[config.mk]
export PLATFORM = sky130hd
export DESIGN_NAME = sgpr_recovery_ctrl_flat
export DESIGN_NICKNAME = d
export VERILOG_FILES = /design/src/rtl/sgpr_pkg.sv /design/src/rtl/sgpr_recovery_ctrl_if.sv /design/src/rtl/sgpr_recovery_ctrl_wb_match.sv /design/src/rtl/sgpr_recovery_ctrl.sv /design/src/flat_wrapper.sv
export SDC_FILE = /design/constraint.sdc
export NUM_CORES = 1
export LEC_CHECK = 0
export CAP_MARGIN = 20
export CORE_ASPECT_RATIO = 0.7
export CORE_MARGIN = 1
export CORE_UTILIZATION = 37
export DETAILED_ROUTE_END_ITERATION = 16
export GPL_ROUTABILITY_DRIVEN = 0
export PLACE_DENSITY = 0.95
export SYNTH_ARGS = -nofsm -noshare
export SYNTH_HDL_FRONTEND = slang
export SYNTH_SLANG_ARGS = --single-unit
[constraint.sdc]
create_clock -name clk -period 4.3 [get_ports clk]
set_input_delay 0.86 -clock clk [delete_from_list [all_inputs] [get_ports clk]]
set_output_delay 0.86 -clock clk [all_outputs]
set_load 0.02 [all_outputs]
[src/rtl/sgpr_pkg.sv]
// Shared types and constants for the lockstep sgpr recovery controller.
package sgpr_pkg;

    localparam int NUM_REGS   = 32;
    localparam int REG_ADDR_W = 5;

    typedef enum logic [1:0] {
        RUN,
        DRAIN,
        RESTORE,
        RESUME
    } state_t;

endpackage

[src/rtl/sgpr_recovery_ctrl_if.sv]
// Bundle of writeback, sgpr and restore signals between the cores/sgpr (master) and the controller (slave).
interface sgpr_recovery_ctrl_if
    import sgpr_pkg::*;
#(
    parameter int DATA_WIDTH    = 32,
    parameter int ERR_CNT_WIDTH = 8
);

    logic                     we_a_i;
    logic [REG_ADDR_W-1:0]    addr_a_i;
    logic [DATA_WIDTH-1:0]    data_a_i;
    logic                     we_b_i;
    logic [REG_ADDR_W-1:0]    addr_b_i;
    logic [DATA_WIDTH-1:0]    data_b_i;
    logic                     sgpr_we_o;
    logic [REG_ADDR_W-1:0]    sgpr_waddr_o;
    logic [DATA_WIDTH-1:0]    sgpr_wdata_o;
    logic [REG_ADDR_W-1:0]    sgpr_raddr_o;
    logic [DATA_WIDTH-1:0]    sgpr_rdata_i;
    logic                     halt_o;
    logic                     restore_we_o;
    logic [REG_ADDR_W-1:0]    restore_addr_o;
    logic [DATA_WIDTH-1:0]    restore_data_o;
    logic                     resume_o;
    logic                     error_o;
    logic [ERR_CNT_WIDTH-1:0] err_count_o;

    modport master (
        output we_a_i, addr_a_i, data_a_i, we_b_i, addr_b_i, data_b_i, sgpr_rdata_i,
        input  sgpr_we_o, sgpr_waddr_o, sgpr_wdata_o, sgpr_raddr_o, halt_o,
        input  restore_we_o, restore_addr_o, restore_data_o, resume_o, error_o, err_count_o
    );

    modport slave (
        input  we_a_i, addr_a_i, data_a_i, we_b_i, addr_b_i, data_b_i, sgpr_rdata_i,
        output sgpr_we_o, sgpr_waddr_o, sgpr_wdata_o, sgpr_raddr_o, halt_o,
        output restore_we_o, restore_addr_o, restore_data_o, resume_o, error_o, err_count_o
    );

endinterface

[src/rtl/sgpr_recovery_ctrl_wb_match.sv]
// Combinational comparison of the two cores' writeback ports.
module wb_match
    import sgpr_pkg::*;
#(
    parameter int DATA_WIDTH = 32
) (
    input  logic                  we_a,
    input  logic [REG_ADDR_W-1:0] addr_a,
    input  logic [DATA_WIDTH-1:0] data_a,
    input  logic                  we_b,
    input  logic [REG_ADDR_W-1:0] addr_b,
    input  logic [DATA_WIDTH-1:0] data_b,
    output logic                  match,
    output logic                  mismatch,
    output logic                  commit_valid
);

    logic both_we;
    logic same_write;

    always_comb begin
        both_we      = we_a & we_b;
        same_write   = (addr_a == addr_b) && (data_a == data_b);
        match        = (we_a == we_b) && (!both_we || same_write);
        mismatch     = !match;
        // x0 is hardwired zero, so an agreed write to it is dropped
        commit_valid = both_we && same_write && (addr_a != '0);
    end

endmodule

[src/rtl/sgpr_recovery_ctrl.sv]
// Lockstep writeback checker: commits agreed writes, and on disagreement halts, replays x1..x31, then resumes.
// Build option: define SGPR_ERR_COUNT_EN to implement the saturating mismatch counter on err_count_o.
module sgpr_recovery_ctrl
    import sgpr_pkg::*;
#(
    parameter int DATA_WIDTH    = 32,
    parameter int ERR_CNT_WIDTH = 8,
    parameter int HALT_DRAIN    = 2
) (
    input logic                 clk,
    input logic                 rst,
    sgpr_recovery_ctrl_if.slave bus
);

    localparam logic [3:0]            DRAIN_LOAD = 4'(HALT_DRAIN - 1);
    localparam logic [REG_ADDR_W-1:0] LAST_REG   = REG_ADDR_W'(NUM_REGS - 1);

    state_t                state_reg;
    logic [3:0]            drain_cnt_reg;
    logic [REG_ADDR_W-1:0] restore_cnt_reg;
    logic                  halt_reg;
    logic                  restore_we_reg;
    logic                  resume_reg;
    logic                  error_reg;
    logic                  sgpr_we_reg;
    logic [REG_ADDR_W-1:0] sgpr_waddr_reg;
    logic [DATA_WIDTH-1:0] sgpr_wdata_reg;
    logic                  match;
    logic                  mismatch;
    logic                  commit_valid;

    wb_match #(
        .DATA_WIDTH (DATA_WIDTH)
    ) u_wb_match (
        .we_a         (bus.we_a_i),
        .addr_a       (bus.addr_a_i),
        .data_a       (bus.data_a_i),
        .we_b         (bus.we_b_i),
        .addr_b       (bus.addr_b_i),
        .data_b       (bus.data_b_i),
        .match        (match),
        .mismatch     (mismatch),
        .commit_valid (commit_valid)
    );

    always_ff @(posedge clk) begin
        if (rst) begin
            state_reg       <= RUN;
            drain_cnt_reg   <= '0;
            restore_cnt_reg <= '0;
            halt_reg        <= 1'b0;
            restore_we_reg  <= 1'b0;
            resume_reg      <= 1'b0;
            error_reg       <= 1'b0;
            sgpr_we_reg     <= 1'b0;
            sgpr_waddr_reg  <= '0;
            sgpr_wdata_reg  <= '0;
        end else begin
            sgpr_we_reg    <= 1'b0;
            sgpr_waddr_reg <= '0;
            sgpr_wdata_reg <= '0;
            resume_reg     <= 1'b0;
            case (state_reg)
                RUN: begin
                    if (mismatch) begin
                        state_reg     <= DRAIN;
                        halt_reg      <= 1'b1;
                        error_reg     <= 1'b1;
                        drain_cnt_reg <= DRAIN_LOAD;
                    end else if (match && commit_valid) begin
                        sgpr_we_reg    <= 1'b1;
                        sgpr_waddr_reg <= bus.addr_a_i;
                        sgpr_wdata_reg <= bus.data_a_i;
                    end
                end
                DRAIN: begin
                    if (drain_cnt_reg == '0) begin
                        state_reg       <= RESTORE;
                        restore_we_reg  <= 1'b1;
                        restore_cnt_reg <= REG_ADDR_W'(1);
                    end else begin
                        drain_cnt_reg <= drain_cnt_reg - 4'd1;
                    end
                end
                RESTORE: begin
                    if (restore_cnt_reg == LAST_REG) begin
                        state_reg       <= RESUME;
                        halt_reg        <= 1'b0;
                        restore_we_reg  <= 1'b0;
                        restore_cnt_reg <= '0;
                        resume_reg      <= 1'b1;
                    end else begin
                        restore_cnt_reg <= restore_cnt_reg + REG_ADDR_W'(1);
                    end
                end
                RESUME: state_reg <= RUN;
                default: state_reg <= RUN;
            endcase
        end
    end

    // The counter parks at 0 outside RESTORE, so address outputs idle at 0 without extra muxing
    assign bus.sgpr_we_o      = sgpr_we_reg;
    assign bus.sgpr_waddr_o   = sgpr_waddr_reg;
    assign bus.sgpr_wdata_o   = sgpr_wdata_reg;
    assign bus.sgpr_raddr_o   = restore_cnt_reg;
    assign bus.halt_o         = halt_reg;
    assign bus.restore_we_o   = restore_we_reg;
    assign bus.restore_addr_o = restore_cnt_reg;
    assign bus.restore_data_o = restore_we_reg ? bus.sgpr_rdata_i : '0;
    assign bus.resume_o       = resume_reg;
    assign bus.error_o        = error_reg;

`ifdef SGPR_ERR_COUNT_EN
    logic [ERR_CNT_WIDTH-1:0] err_cnt_reg;
    logic                     count_event;

    assign count_event = (state_reg == RUN) && mismatch;

    always_ff @(posedge clk) begin
        if (rst) begin
            err_cnt_reg <= '0;
        end else if (count_event && (err_cnt_reg != '1)) begin
            err_cnt_reg <= err_cnt_reg + ERR_CNT_WIDTH'(1);
        end
    end

    assign bus.err_count_o = err_cnt_reg;
`else
    assign bus.err_count_o = '0;
`endif

endmodule
[src/flat_wrapper.sv]
// flat-port wrapper written by rule: the top's interface ports become plain ports
module sgpr_recovery_ctrl_flat import sgpr_pkg::*;
#(
    parameter int DATA_WIDTH    = 32,
    parameter int ERR_CNT_WIDTH = 8,
    parameter int HALT_DRAIN    = 2
)
  (clk, rst, bus_we_a_i, bus_addr_a_i, bus_data_a_i, bus_we_b_i, bus_addr_b_i, bus_data_b_i, bus_sgpr_rdata_i, bus_sgpr_we_o, bus_sgpr_waddr_o, bus_sgpr_wdata_o, bus_sgpr_raddr_o, bus_halt_o, bus_restore_we_o, bus_restore_addr_o, bus_restore_data_o, bus_resume_o, bus_error_o, bus_err_count_o);
  sgpr_recovery_ctrl_if #(.DATA_WIDTH(DATA_WIDTH), .ERR_CNT_WIDTH(ERR_CNT_WIDTH)) bus_i ();
  input logic clk;
  input logic rst;
  input wire logic [$bits(bus_i.we_a_i)-1:0] bus_we_a_i;
  input wire logic [$bits(bus_i.addr_a_i)-1:0] bus_addr_a_i;
  input wire logic [$bits(bus_i.data_a_i)-1:0] bus_data_a_i;
  input wire logic [$bits(bus_i.we_b_i)-1:0] bus_we_b_i;
  input wire logic [$bits(bus_i.addr_b_i)-1:0] bus_addr_b_i;
  input wire logic [$bits(bus_i.data_b_i)-1:0] bus_data_b_i;
  input wire logic [$bits(bus_i.sgpr_rdata_i)-1:0] bus_sgpr_rdata_i;
  output wire logic [$bits(bus_i.sgpr_we_o)-1:0] bus_sgpr_we_o;
  output wire logic [$bits(bus_i.sgpr_waddr_o)-1:0] bus_sgpr_waddr_o;
  output wire logic [$bits(bus_i.sgpr_wdata_o)-1:0] bus_sgpr_wdata_o;
  output wire logic [$bits(bus_i.sgpr_raddr_o)-1:0] bus_sgpr_raddr_o;
  output wire logic [$bits(bus_i.halt_o)-1:0] bus_halt_o;
  output wire logic [$bits(bus_i.restore_we_o)-1:0] bus_restore_we_o;
  output wire logic [$bits(bus_i.restore_addr_o)-1:0] bus_restore_addr_o;
  output wire logic [$bits(bus_i.restore_data_o)-1:0] bus_restore_data_o;
  output wire logic [$bits(bus_i.resume_o)-1:0] bus_resume_o;
  output wire logic [$bits(bus_i.error_o)-1:0] bus_error_o;
  output wire logic [$bits(bus_i.err_count_o)-1:0] bus_err_count_o;
  assign bus_i.we_a_i = bus_we_a_i;
  assign bus_i.addr_a_i = bus_addr_a_i;
  assign bus_i.data_a_i = bus_data_a_i;
  assign bus_i.we_b_i = bus_we_b_i;
  assign bus_i.addr_b_i = bus_addr_b_i;
  assign bus_i.data_b_i = bus_data_b_i;
  assign bus_i.sgpr_rdata_i = bus_sgpr_rdata_i;
  assign bus_sgpr_we_o = bus_i.sgpr_we_o;
  assign bus_sgpr_waddr_o = bus_i.sgpr_waddr_o;
  assign bus_sgpr_wdata_o = bus_i.sgpr_wdata_o;
  assign bus_sgpr_raddr_o = bus_i.sgpr_raddr_o;
  assign bus_halt_o = bus_i.halt_o;
  assign bus_restore_we_o = bus_i.restore_we_o;
  assign bus_restore_addr_o = bus_i.restore_addr_o;
  assign bus_restore_data_o = bus_i.restore_data_o;
  assign bus_resume_o = bus_i.resume_o;
  assign bus_error_o = bus_i.error_o;
  assign bus_err_count_o = bus_i.err_count_o;
  sgpr_recovery_ctrl #(.DATA_WIDTH(DATA_WIDTH), .ERR_CNT_WIDTH(ERR_CNT_WIDTH), .HALT_DRAIN(HALT_DRAIN)) u_core (.clk(clk), .rst(rst), .bus(bus_i));
endmodule
After elaboration in Yosys (flattened, before gate mapping)
Cells that the tools add are included.
Widths: inputs -> output; s select.
Storage, ports and cells
  bits of input ports: 110
  flip-flop bits (word level): 53
  logic and storage cells: 68
  output and inout bits: 92
Operators by class
  reduce and logical (&&, ||, !) cells: 22
  bitwise gates (word level): 5
  mux-type cells: 18
  add/subtract/negate cells: 2
  equal/unequal tests: 11
Operator list (number)
  $eq 32x32->1: 1
  $mux 32: 1
  $reduce_and 3->1: 4
  $mux 5: 2
  $pmux 5 s2: 1
  $mux 4: 2
  $pmux 2 s4: 1
  $pmux 4 s2: 1
  $mux 2: 3
  $reduce_bool 2->1: 3
  $add 5x1->5 const B: 1
  $eq 5x5->1: 1
  $eq 5x5->1 const B: 1
  $logic_and 1x1->1: 5
  $mux 1: 5
  $reduce_bool 5->1: 1
  $eq 2x2->1 const B: 2
  $logic_not 4->1: 1
  $ne 2x1->1 const B: 2
  $ne 2x2->1 const B: 2
  $not 1->1: 4
  $pmux 1 s2: 2
  $reduce_and 2->1: 2
  $reduce_or 4->1: 1
  other kinds (9): 9

Logic depth before layout (Yosys ltp)
  depth after elaboration: 7
  depth in mapped cells: 8
  depth with buffers taken out: 8

By module
Synthesis repeated with hierarchy kept, for this count alone.
Second synthesis, totals
  cell total of the unflattened synthesis: 283
  area total of the unflattened synthesis: 2616.3 um2
Modules (own cells, without submodules)
  sgpr_recovery_ctrl: times used 1, area each 2173.3 um2, sequential area each 1061.0 um2, cells each 227
  wb_match: times used 1, area each 442.9 um2, sequential area each 0.0 um2, cells each 56

Worst setup path before layout
Ideal clock, no wire load.
  path kind: input to register
  start point: input port bus_data_b_i[6]
  end point: register u_core.sgpr_waddr_reg[0] (netlist: u_core.bus.sgpr_waddr_o[0])
  data required time: 4.241 ns
  arrival: 2.220 ns
  buffers on the path: 2
  library setup time: 0.059 ns
  stages: 8
  path slack: 2.021 ns
  cell sequence: xnor2_1 -> nand4_1 -> nor4_2 -> nand3_1 -> a2111oi_2 -> buf_4 -> buf_6 -> and2_1
Between the ends
  longest elaborated chain between the ends: 7
  elaborated cells between the ends (all ways): 10
  classes of those cells: eq/ne (1); bitwise (2); reduce/logical (7)
Ends and longest elaborated chain
  from (decl): line flat_wrapper.sv:17  | input wire logic [$bits(bus_i.data_b_i)-1:0] bus_data_b_i;
  $eq 32x32->1 (*): line sgpr_recovery_ctrl_wb_match.sv:23  | same_write = (addr_a == addr_b) && (data_a == data_b);
  $logic_and 1x1->1 (*): line sgpr_recovery_ctrl_wb_match.sv:23
  $logic_or 1x1->1 or $logic_and 1x1->1 (tied branches): line sgpr_recovery_ctrl_wb_match.sv:24, sgpr_recovery_ctrl_wb_match.sv:27
  $logic_and 1x1->1 (on tied branches): line sgpr_recovery_ctrl_wb_match.sv:24, sgpr_recovery_ctrl_wb_match.sv:27
  $logic_and 1x1->1: line sgpr_recovery_ctrl.sv:70  | end else if (match && commit_valid) begin
  $not 1->1 (no line)
  $reduce_or 4->1 (no line) (*)
  to (signal assigned): line sgpr_recovery_ctrl.sv:72  | sgpr_waddr_reg <= bus.addr_a_i;
  to (decl): line sgpr_recovery_ctrl.sv:26  | logic [REG_ADDR_W-1:0] sgpr_waddr_reg;
Every way passes the cells marked *; elsewhere a longest branch is shown, timed or not.
A chain may end at the register's enable or synchronous reset.

Worst setup path in the final report
  start point: input port bus_data_a_i[18]
  end point: register u_core.sgpr_wdata_reg[4] (netlist: u_core.bus.sgpr_wdata_o[4])
Between the ends
  longest elaborated chain between the ends: 7
  elaborated cells between the ends (all ways): 10
  classes of those cells: eq/ne (1); bitwise (2); reduce/logical (7)
Ends and longest elaborated chain
  from (decl): line flat_wrapper.sv:14  | input wire logic [$bits(bus_i.data_a_i)-1:0] bus_data_a_i;
  $eq 32x32->1 (*): line sgpr_recovery_ctrl_wb_match.sv:23
  $logic_and 1x1->1 (*): line sgpr_recovery_ctrl_wb_match.sv:23
  $logic_or 1x1->1 or $logic_and 1x1->1 (tied branches): line sgpr_recovery_ctrl_wb_match.sv:24, sgpr_recovery_ctrl_wb_match.sv:27
  $logic_and 1x1->1 (on tied branches): line sgpr_recovery_ctrl_wb_match.sv:24, sgpr_recovery_ctrl_wb_match.sv:27
  $logic_and 1x1->1: line sgpr_recovery_ctrl.sv:70
  $not 1->1 (no line)
  $reduce_or 4->1 (no line) (*)
  to (signal assigned): line sgpr_recovery_ctrl.sv:73  | sgpr_wdata_reg <= bus.data_a_i;
  to (decl): line sgpr_recovery_ctrl.sv:27  | logic [DATA_WIDTH-1:0] sgpr_wdata_reg;
Marks and branches as above.

==> results.tsv <==
stage	metric	value	unit
run_status	status	finished clean	
floorplan	num_rows	25	
clock_tree	cts_buffers	5	
layout	largest_reg_flops	32	
clock_tree	cts_tree	yes	
clock_tree	cts_setup_buffers	0	
drt	top_layer	met4	
setup_path	cpMaxStageDelayCell	clkdlybuf4s50_1	
placement	portBuffers	193	
layout	diodes	0	
global_routing	grt_pass1_wl	13.8	mm
floorplan	io_pins	202	
global_routing	gr-usage-all-layers	23.7	%
setup_path	path_buf_inv	2	
synthesis	synth_top_area_share	39.4	%
synthesis	synthCells	295	
clock_tree	cts_root_buf	clkbuf_8	
sta	slew_violations	0	
sta	relSlewSlack	43.9	%
floorplan	die_h	73.4	um
drt	post_drt_wl_per_cell	16.4	um
layout	final_util	68.7	%
synthesis	synth_common_cells	and2_1, dfxtp_1, xnor2_1, inv_1, nand4_1	
global_routing	antenna_found_initial	0	
synthesis	yosysSeqAreaShare	39.4	%
pwr	pwr-share-seq	34.7	%
setup_path	worstReg2RegStart	u_core.drain_cnt_reg[0]$_SDFFE_PP0P_	
floorplan	fp.dieW	104	um
sta	setup_viol	0	
sta	finClkSkew	0.0125	ns
drt	route.met2.wl	4.61	mm
flow_run	drv_cap	0	
pwr	p_sw	0.000638	W
clock_tree	clock-sinks	53	
setup_path	cp-endpoint	u_core.bus.sgpr_wdata_o[4]$_SDFF_PP0_	
sta	min_period	3.19	ns
setup_path	max_stage_delay	0.46	ns
setup_path	cp.required	4.54	ns
setup_path	timing.rr.end	u_core.bus.restore_addr_o[3]$_SDFFE_PP0P_	
clock_tree	h-tree-depth	2	
floorplan	dieArea	7630	um^2
pwr	clkPwrFrac	16.8	%
pwr	powerDensity	359	nW/um^2
drt	wl_met3	587	um
synthesis	syn-cell-area	2690	um^2
synthesis	synth_ff_type	dfxtp_1	
sta	fin_crit_sh	74.3	%
pwr	leakage	1.77	nW
drt	drt-total-wl	9.46	mm
drt	dr.pass1.iters	4	
synthesis	synth_top_area_cell	dfxtp_1	
setup_path	cp_top_family	simple AND/OR/NAND/NOR gates	
synthesis	ys.warnings.count	0	
synthesis	ys_seq_elements	53	
clock_tree	post_cts_resized	0	
placement	place_hpwl	7.94	mm
layout	fillers	543	
synthesis	syn_area_per_cell	9.13	um^2
sta	tns	0	ns
setup_path	rrSetupSlack	2.17	ns
drt	drt-met1-wl	4.04	mm
sta	grt_setup_unrepaired	no	
setup_path	crit_fanout	32	
global_routing	grt_max_degree	36	
synthesis	ys_types	40	
global_routing	grt-ovfl-total	0	
pwr	peakVddDrop	0.177	mV
setup_path	cp.depth	8	
pwr	comb_power_share	48.5	%
synthesis	yosysMostFrequentCell	and2_1	
pwr	p_int	0.00106	W
synthesis	async_flop_share	0	%
setup_path	cp-startpoint	bus_data_a_i[18]	
drt	antenna_left	0	
clock_tree	holdBufCountCts	0	
layout	nNetsFinal	599	
pwr	total_power	0.00169	W
setup_path	path_cells	clkdlybuf4s50_1 > xnor2_1 > nand4_1 > nor4_2 > nand3_1 > a2111oi_4 > buf_4 > and2_1	
sta	tightest_slew	0.841	ns
sta	whs	0.463	ns
floorplan	initial_core_util	39.1	%
setup_path	criticalPathCategory	in2reg	
setup_path	startpoint_type	input port	
setup_path	rr_worst_depth	7	
clock_tree	cts.path.max_buffers	2	
sta	hold_viol	0	
drt	drtIter0Drc	180	
setup_path	end_kind	flop	
setup_path	arrival	3.43	ns
layout	syn2layout_area_growth	75.4	%
synthesis	synth_edf_count	0	
drt	via_per_inst	4.87	
layout	drive_above_1_share	2.49	%
sta	timing.fmax	313	MHz
clock_tree	clkSlewWorstSetupHoldPaths	0.09	ns
pwr	swShare	37.7	%
floorplan	core_area	6880	um^2
drt	drcViolationCount	0	
drt	num_vias	2800	
min_path	hp-class	reg2reg	
clock_tree	clk_latency	0.30	ns
synthesis	synth.top_cells.by_area	dfxtp_1, and2_1, xnor2_1	
global_routing	grt_pass1_vias	2737	
==> cell families (layout without fill, tap and decap cells) <==
kind of cell	after synthesis	count (layout)	share of synthesized area, %
AO/OA/AOI/OAI	27	27	7.66
flip-flops	53	53	39.4
AND/OR/NAND/NOR	130	130	28.6
multiplexers	2	2	0.743
XOR/XNOR	37	37	12.0
buffers and inverters	37	216	7.71
adder cells (fa/ha/maj)	8	8	3.72
other	1	8	0.139
==> layout by cell type (no fill, tap or decap), types with 2 or more instances in the layout <==
| cell type | count |
|---|---|
| mux2i_1 | 2 |
| inv_1 | 15 |
| nor4_2 | 2 |
| nand4_1 | 15 |
| clkbuf_8 | 6 |
| nor2b_1 | 2 |
| nor2_1 | 12 |
| and2_1 | 69 |
| a21oi_1 | 8 |
| ha_1 | 8 |
| or4_1 | 2 |
| a311oi_1 | 2 |
| xnor2_1 | 36 |
| nand2_1 | 9 |
| conb_1 | 8 |
| dfxtp_1 | 53 |
| nor4_1 | 3 |
| nor3_1 | 3 |
| nor3b_1 | 2 |
| nand3_1 | 5 |
| nand2b_1 | 3 |
| o21ai_0 | 5 |
| and3_1 | 2 |
| clkdlybuf4s50_1 | 193 |
==> worst min-delay path by stage <==
stage                                     startpoint                                to  cells after the start
floorplan           u_core.state_reg[1]$_SDFFE_PP0P_  u_core.state_reg[1]$_SDFFE_PP0P_                      2
global placement     u_core.bus.error_o$_SDFFE_PP0P_   u_core.bus.error_o$_SDFFE_PP0P_                      2
detailed placement   u_core.bus.error_o$_SDFFE_PP0P_   u_core.bus.error_o$_SDFFE_PP0P_                      2
CTS                  u_core.bus.error_o$_SDFFE_PP0P_   u_core.bus.error_o$_SDFFE_PP0P_                      2
global route         u_core.bus.error_o$_SDFFE_PP0P_   u_core.bus.error_o$_SDFFE_PP0P_                      2
finish               u_core.bus.error_o$_SDFFE_PP0P_   u_core.bus.error_o$_SDFFE_PP0P_                      2
==> tightest hold or removal path, delay by kind of cell (launching register included) <==
| family | cells | cell delay (ns) |
|---|---|---|
| flops | 1 | 0.32 |
| buf+inv | 1 | 0.05 |
| compound gates | 1 | 0.05 |
==> final cells by class <==
class                           count  area, um^2  area share [%]
Clock buffer                        7        86.3            1.83
Tap cell                           94         118            2.49
Timing Repair Buffer              194        1940            41.0
Sequential cell                    53        1060            22.5
Multi-Input combinational cell    212        1460            31.0
Inverter                           15        56.3            1.19
==> through the flow <==
stage               instance area, um^2  worst slack, ns  std cells
detailed placement                 4640            0.880        568
finish                             4720             1.11        575
global placement                   4640            0.963        568
CTS                                4720             1.16        575
floorplan                          2720             2.02        302
global route                       4720            0.995        575
==> power by group through the flow <==
stage | clock, W | sequential (W) | combinational (W)
6_report | 0.000285 | 0.000588 | 0.000821
5_1_grt | 0.000307 | 0.000595 | 0.000874
4_1_cts | 0.000286 | 0.000587 | 0.000817
3_5_place_dp | 0 | 0.000597 | 0.000813
3_3_place_gp | 0 | 0.000593 | 0.000781
2_1_floorplan | 0 | 0.000587 | 0.000449
==> metal layers <==
metal	up-vias	track usage (%)
met5	-	0
met3	25	4.26
met4	0	8.73
li1	1329	-
met1	1302	29.2
met2	144	42.2
Power figures use the tool's default switching activity.
